<file path="config.mk">
export PLATFORM = sky130hd
export DESIGN_NAME = writeback_unit
export DESIGN_NICKNAME = d
export VERILOG_FILES = /design/src/rtl/writeback_unit.sv
export SDC_FILE = /design/constraint.sdc
export NUM_CORES = 1
export LEC_CHECK = 0
export BUFFER_PORTS_ARGS = -buffer_cell sky130_fd_sc_hd__buf_2
export CAP_MARGIN = 40
export CORE_ASPECT_RATIO = 2
export CORE_MARGIN = 5
export CORE_UTILIZATION = 55
export DETAILED_ROUTE_END_ITERATION = 10
export PLACE_DENSITY = 0.86
export SLEW_MARGIN = 30
export SYNTH_ARGS = -nofsm -noshare
export SYNTH_HDL_FRONTEND = slang
export SYNTH_SLANG_ARGS = --single-unit
export TNS_END_PERCENT = 50
</file>
<file path="constraint.sdc">
create_clock -name clk -period 5.2 [get_ports clk]
set_input_delay 0.52 -clock clk [delete_from_list [all_inputs] [get_ports clk]]
set_output_delay 0.52 -clock clk [all_outputs]
set_load 0.005 [all_outputs]
</file>
<file path="src/rtl/writeback_unit.sv">
// writeback_unit
// Producer side of the general-purpose register file write port. It merges
// the single-cycle ALU result stream and the long-latency memory/load result
// stream into one registered write per cycle. It also keeps a scoreboard of
// registers still waiting on a load, so issue logic can stall on them, and it
// flags when a decoded source register matches the write currently on the port.

module writeback_unit #(
    parameter int DATA_WIDTH = 32,
    parameter int ADDR_WIDTH = 5
) (
    input  logic                  clk,
    input  logic                  rst,

    // Long-latency op issue (reserves a destination register)
    input  logic                  issue_valid,
    input  logic [ADDR_WIDTH-1:0] issue_addr,

    // Single-cycle ALU results (never stalled)
    input  logic                  alu_valid,
    input  logic [ADDR_WIDTH-1:0] alu_addr,
    input  logic [DATA_WIDTH-1:0] alu_data,

    // Memory/load results (held upstream until accepted)
    input  logic                  mem_valid,
    input  logic [ADDR_WIDTH-1:0] mem_addr,
    input  logic [DATA_WIDTH-1:0] mem_data,
    output logic                  mem_ready,

    // Decode-stage hazard and forwarding queries
    input  logic [ADDR_WIDTH-1:0] src_a,
    input  logic [ADDR_WIDTH-1:0] src_b,
    output logic                  busy_a,
    output logic                  busy_b,
    output logic                  fwd_hit_a,
    output logic                  fwd_hit_b,

    // Register file write port (committed on the falling edge)
    output logic [DATA_WIDTH-1:0] wb_data_d,
    output logic [ADDR_WIDTH-1:0] wb_addres_d,
    output logic                  wb_enable,

    // Sticky scoreboard error
    output logic                  sb_conflict
);

    localparam int NUM_REGS = 2 ** ADDR_WIDTH;

    // Registered write port state
    logic                  wbEnable_q;
    logic                  wbEnable_d;
    logic [DATA_WIDTH-1:0] wbData_q;
    logic [DATA_WIDTH-1:0] wbData_d;
    logic [ADDR_WIDTH-1:0] wbAddr_q;
    logic [ADDR_WIDTH-1:0] wbAddr_d;

    // Pending-load scoreboard; bit 0 is kept permanently clear
    logic [NUM_REGS-1:0]   pending_q;
    logic [NUM_REGS-1:0]   pending_d;

    // Sticky double-issue error
    logic                  conflict_q;
    logic                  conflict_d;

    // Per-cycle decisions
    logic                  memAccept;
    logic                  memXfer;
    logic                  issueTakes;
    logic                  issueClearedSameCycle;
    logic                  winValid;
    logic [ADDR_WIDTH-1:0] winAddr;
    logic [DATA_WIDTH-1:0] winData;

    // ALU always wins the port; memory only moves when the ALU is idle and we are not in reset
    always_comb begin
        memAccept             = !alu_valid && !rst;
        memXfer               = mem_valid && memAccept;
        issueTakes            = issue_valid && (issue_addr != '0);
        issueClearedSameCycle = memXfer && (mem_addr == issue_addr);
    end

    // Pick the result that owns the write port this cycle
    always_comb begin
        winValid = 1'b0;
        winAddr  = alu_addr;
        winData  = alu_data;
        if (alu_valid) begin
            winValid = 1'b1;
            winAddr  = alu_addr;
            winData  = alu_data;
        end else if (memXfer) begin
            winValid = 1'b1;
            winAddr  = mem_addr;
            winData  = mem_data;
        end
    end

    // Next write-port contents; r0 writes still move data/address but never enable the write
    always_comb begin
        wbEnable_d = winValid && (winAddr != '0);
        wbData_d   = wbData_q;
        wbAddr_d   = wbAddr_q;
        if (winValid) begin
            wbData_d = winData;
            wbAddr_d = winAddr;
        end
    end

    // Scoreboard update: completion clears first, then a same-cycle issue re-sets the bit
    always_comb begin
        pending_d = pending_q;
        if (memXfer) begin
            pending_d[mem_addr] = 1'b0;
        end
        if (issueTakes) begin
            pending_d[issue_addr] = 1'b1;
        end
        pending_d[0] = 1'b0;
    end

    // A second issue to a register whose load has not returned latches the error flag
    always_comb begin
        conflict_d = conflict_q;
        if (issueTakes && pending_q[issue_addr] && !issueClearedSameCycle) begin
            conflict_d = 1'b1;
        end
    end

    // All state updates with a synchronous reset that overrides any same-cycle activity
    always_ff @(posedge clk) begin
        if (rst) begin
            wbEnable_q <= 1'b0;
            wbData_q   <= '0;
            wbAddr_q   <= '0;
            pending_q  <= '0;
            conflict_q <= 1'b0;
        end else begin
            wbEnable_q <= wbEnable_d;
            wbData_q   <= wbData_d;
            wbAddr_q   <= wbAddr_d;
            pending_q  <= pending_d;
            conflict_q <= conflict_d;
        end
    end

    // Hazard and forwarding queries, combinational from registered state
    always_comb begin
        busy_a    = (src_a != '0) && pending_q[src_a];
        busy_b    = (src_b != '0) && pending_q[src_b];
        fwd_hit_a = wbEnable_q && (wbAddr_q == src_a) && (src_a != '0);
        fwd_hit_b = wbEnable_q && (wbAddr_q == src_b) && (src_b != '0);
    end

    assign mem_ready   = memAccept;
    assign wb_enable   = wbEnable_q;
    assign wb_data_d   = wbData_q;
    assign wb_addres_d = wbAddr_q;
    assign sb_conflict = conflict_q;

endmodule

</file>
# Word-level counts from Yosys, hierarchy flattened

Index checks and enable logic that the tools add are counted.

Magnitude comparators: 6
Equal/unequal tests: 3
Mux-type cells: 18
Bitwise logic cells: 3
Reduce and logical (&&, ||, !) cells: 22

Operators with widths:

| operator                                                                            | number |
|---|---|
| 32-bit 2-to-1 mux                                                                   | 4 |
| 32-bit AND                                                                          | 1 |
| 32-bit inverter                                                                     | 1 |
| 32-bit OR                                                                           | 1 |
| 5-bit by 6-bit < comparator with 1-bit output, second input constant                | 4 |
| 5-bit nonzero test                                                                  | 4 |
| 1-bit binary-select mux with 5-bit select                                           | 3 |
| 5-bit == test                                                                       | 3 |
| 1-bit logical AND                                                                   | 15 |
| 1-bit demux with 5-bit select                                                       | 2 |
| 5-bit by 1-bit greater-or-equal comparator with 1-bit output, second input constant | 2 |
| 5-bit 2-to-1 mux                                                                    | 2 |
| 1-bit 2-to-1 mux                                                                    | 7 |
| 1-bit logical NOT                                                                   | 3 |

Flip-flop bits (word level): 71
Input bits: 94
Output and inout bits: 44
Logic and storage cells: 58

# Depth between registers and ports, before layout

Depth after elaboration: 9
Mapped depth: 7
Mapped depth without buffers: 5

# Worst setup path before layout

OpenSTA, ideal clock, no wires.

Path type: input to output
From: input port src_a[0]
To: output port busy_a
Arrival time: 1935 ps
Data required time: 4680 ps
Setup slack: 2745 ps
Stages on the path: 4
Buffers on the path: 1
Path through: buf_6 > mux4_1 > mux4_2 > a211o_1

Longest elaborated chain between the ends: 3
Elaborated cells on any way between the ends: 4
Classes of those cells: 2 x mux; 2 x reduce/logical

Ends and longest elaborated chain:

| element                                   | RTL line | source |
|---|---|---|
| start: declaration                        | 31       | `input logic [ADDR_WIDTH-1:0] src_a,` |
| 1-bit binary-select mux with 5-bit select | 148      | `busy_a = (src_a != '0) && pending_q[src_a];` |
| 1-bit 2-to-1 mux (implied by the code)    | 148      |  |
| 1-bit logical AND (*)                     | 148      |  |
| end: declaration                          | 33       | `output logic busy_a,` |

Every way passes the cells marked *; elsewhere a longest branch is shown, timed or not. The select of a mux whose other input is x is not followed.

# Worst setup path after layout

Ends and elaborated chain as after synthesis.

==> summary.md <==
| Metric | Value |
|---|---|
| Status | finished, final reports clean |
| Critical-path cell list | buf_2, mux4_1, mux4_2, a211o_1, buf_2 |
| Avg Inst Size Synth | approximately 8 sq um |
| DR WL/cell | between 15 and 20 microns |
| Xor/xnor cell area share of the yosys netlist | 0.0279 |
| First-pass GRT wire length | around 21000 microns |
| Layout cells sized above 1 | 0.287 |
| Vias in the first global route | roughly 4500 |
| Top_reg_cell synth | dfxtp_1 |
| Max Cap Viol | 0 |
| Core area | 0.00727 sq mm |
| Die outline area | 0.00933 sq mm |
| Gr usage total | 0.276 |
| Antenna Nets Post-Route | 0 |
| Synth area leaders | dfxtp_1, mux2i_1, a21oi_1 |
| Post-CTS Setup Bufs | 0 |
| Fin. Hold Viols | 0 |
| Critical path startpoint category | input port |
| Final worst setup slack | about 2300 ps |
| Critical Path RT | ~4700 ps |
| Max H-tree Level | 3 |
| Pin count of the biggest net entering global routing | 77 |
| Die Y | between 100 and 150 microns |
| Crit path time final | 2870 ps |
| Total wire length | 13000 microns |
| Fmax | 0.349 GHz |
| Die width | slightly above 70 microns |
| Yosys top cell by area | dfxtp_1 |
| Ys Warns | 0 |
| # clock sinks | 70 |
| Port Buffers | 137 |
| Crit Path Category | in -> out |
| Cell family with most CP delay | multiplexers |
| Cts bufs inserted | 9 |
| Post-synthesis adder-cell area fraction | 0 |
| First-pass DRT Iterations | 6 |
| Synth Register Bits | 70 |
| Worst-margin pin slew | 850 ps |
| Crit-path most repeated cell | buf_2 |
| Top-area cell type share of the netlist area | 0.344 |
| Post-place setup slack | 2340 ps |
| Multiplexer share of the synthesized area | 0.224 |
| Synth unique cells | 42 |
| RSZ-0062 raised after global routing | false |
| Synth Instances | between 400 and 500 |
| Final period util | 0.551 |
| CTS Buffer Depth | 2 |
| Latest clock arrival within the worst-skew pair | 330 ps |
| CP endpoint kind | output port |
| CTS root buffer | clkbuf_16 |
| Filler cell count | a little over 600 |
| Fraction of registers with async set/reset | 0 |
| PD cells | between 200 and 300 mW/mm^2 |
| Static Leak | 2.23 nW |
| Worst vdd rail ir drop | roughly 0.26 mV |
| Via density per instance | between 6 and 7 |
| Worst-path clk slew | 60 ps |
| CTS tree | yes |
| Final Skew | roughly 2.7 ps |
| DRC violation total after the first TritonRoute iteration | around 400 |
| Setup violators final | 0 |
| HP Class | in -> reg |
| Routability cong. | about 0.97 |
| Arrival @ worst endpoint | roughly 2400 ps |
| Grt total ovfl | 0 |
| Critical path buffer and inverter count | 2 |
| Synthesized net count | slightly below 600 |
| # IOs | approximately 140 |
| Starting density of the core | 0.561 |
| Synth Area in Simple Gates | 0.196 |
| Nets | approximately 700 |
| Max_slew headroom | 0.431 |
| Cell Area, Synth | a little over 0.004 sq mm |
| DRC | 0 |
| Core Rows | 44 |
| Setup TNS | 0 ps |
| Fin util | 0.688 |
| Post-CTS Resized | 0 |
| CP Max Fanout | 11 |
| Max Slew Vio Count | 0 |
| Post-CTS Hold Buffers | 0 |
| Initial antenna violation count | 0 |
| Area delta synth->final | 22.7% |
| DP Wirelength | between 9000 and 10000 microns |
| Area fraction in compound gates after synthesis | 0.163 |
| Number of synthesized flops with an enable pin | 0 |
| Sequential fraction of the synthesis area | 0.344 |
| CP max stage delay | between 600 and 700 ps |
| Worst path slowest cell | mux4_1 |
| Vias | about 4300 |
| Largest family of logic cells by synthesized area | multiplexers |
| Ant. Diodes | 0 |
[synthesized netlist by cell type (2+ instances only)]
cell type  number
nor2_1         84
a21oi_1        73
dfxtp_1        70
mux2i_1        45
nand2_1        40
clkbuf_1       36
o21ai_0        32
nand3_1        11
mux4_2         10
xor2_1          9
mux2_2          7
nor2b_1         7
nor3_1          7
nor4_1          7
mux4_1          6
and3_1          4
buf_1           4
nand3b_1        4
xnor2_1         4
a211oi_1        3
a31oi_1         3
buf_2           3
nand4_1         3
nor3b_1         3
and2_1          2
inv_1           2
o221ai_1        2
or3_1           2
or3b_2          2
[path summary, 6_finish.rpt]
check | startpoint | end | slack [ps] | depth (start not counted)
max | src_a[0] | busy_a | 2330 | 5
min | alu_data[8] | wb_data_d[8] | 410 | 3
max reg2reg | pending_q[1] | sb_conflict | 3680 | 5
min reg2reg | pending_q[21] | pending_q[21] | 520 | 2
[cell families after synthesis]
family                    count (synthesis)
buffers and inverters                    46
AOI/OAI and AO/OA                       123
xor gates and xnor gates                 13
and+or+nand+nor                         178
DFF                                      70
muxes                                    68
[flip-flops by register name, summed over array words and instances (netlist names)]
register and flops:
sb_conflict 1, wb_enable 1, wb_data_d 32, wb_addres_d 5
pending_q 31
[through the flow]
step	std cells	power, mW	instance area (sq um)	hold WS, ps
after floorplan	498	0.716	4070	467
after global placement	686	0.795	4720	489
after detailed placement	686	0.802	4720	503
after CTS	702	1.36	5000	406
after global routing	702	1.42	5000	422
final	702	1.36	5000	412
[area by class of cell]
class	count	area [sq um]	area share
well taps	92	115	0.0230
multi-input cells	382	2490	0.498
flip-flops and latches	70	1400	0.280
repair buffers	140	708	0.142
inverters	2	7.51	0.00150
clock inverters	6	37.5	0.00751
clock buffers	10	239	0.0478
[routing by layer]
metal	vias up	share of wire	GRT usage
li1	1991	-	-
met1	1985	0.33	0.284
met2	262	0.52	0.469
met3	83	0.078	0.0589
met4	0	0.073	0.213
met5	-	0	0
[worst register-to-register path: cells and delay by family (launching register included)]
| family | cells | cell delay [ps] |
|---|---|---|
| compound gates | 4 | 950 |
| flops | 1 | 380 |
| mux | 1 | 90 |
[placed cells by master (no fill, tap or decap), types with 9 or more instances in the layout]
master       n
nor2_1      84
xor2_1       9
mux4_2      10
a21oi_1     73
clkbuf_16    9
dfxtp_1     70
mux2i_1     45
nand3_1     11
o21ai_0     32
buf_2      137
nand2_1     40
[power by group]
group / internal [mW] / switching (mW) / total [mW]
registers: 0.560 / 0.0167 / 0.577
clock network: 0.332 / 0.230 / 0.563
logic: 0.0961 / 0.122 / 0.218
total: 0.988 / 0.368 / 1.36
Power figures use the tool's default switching activity.
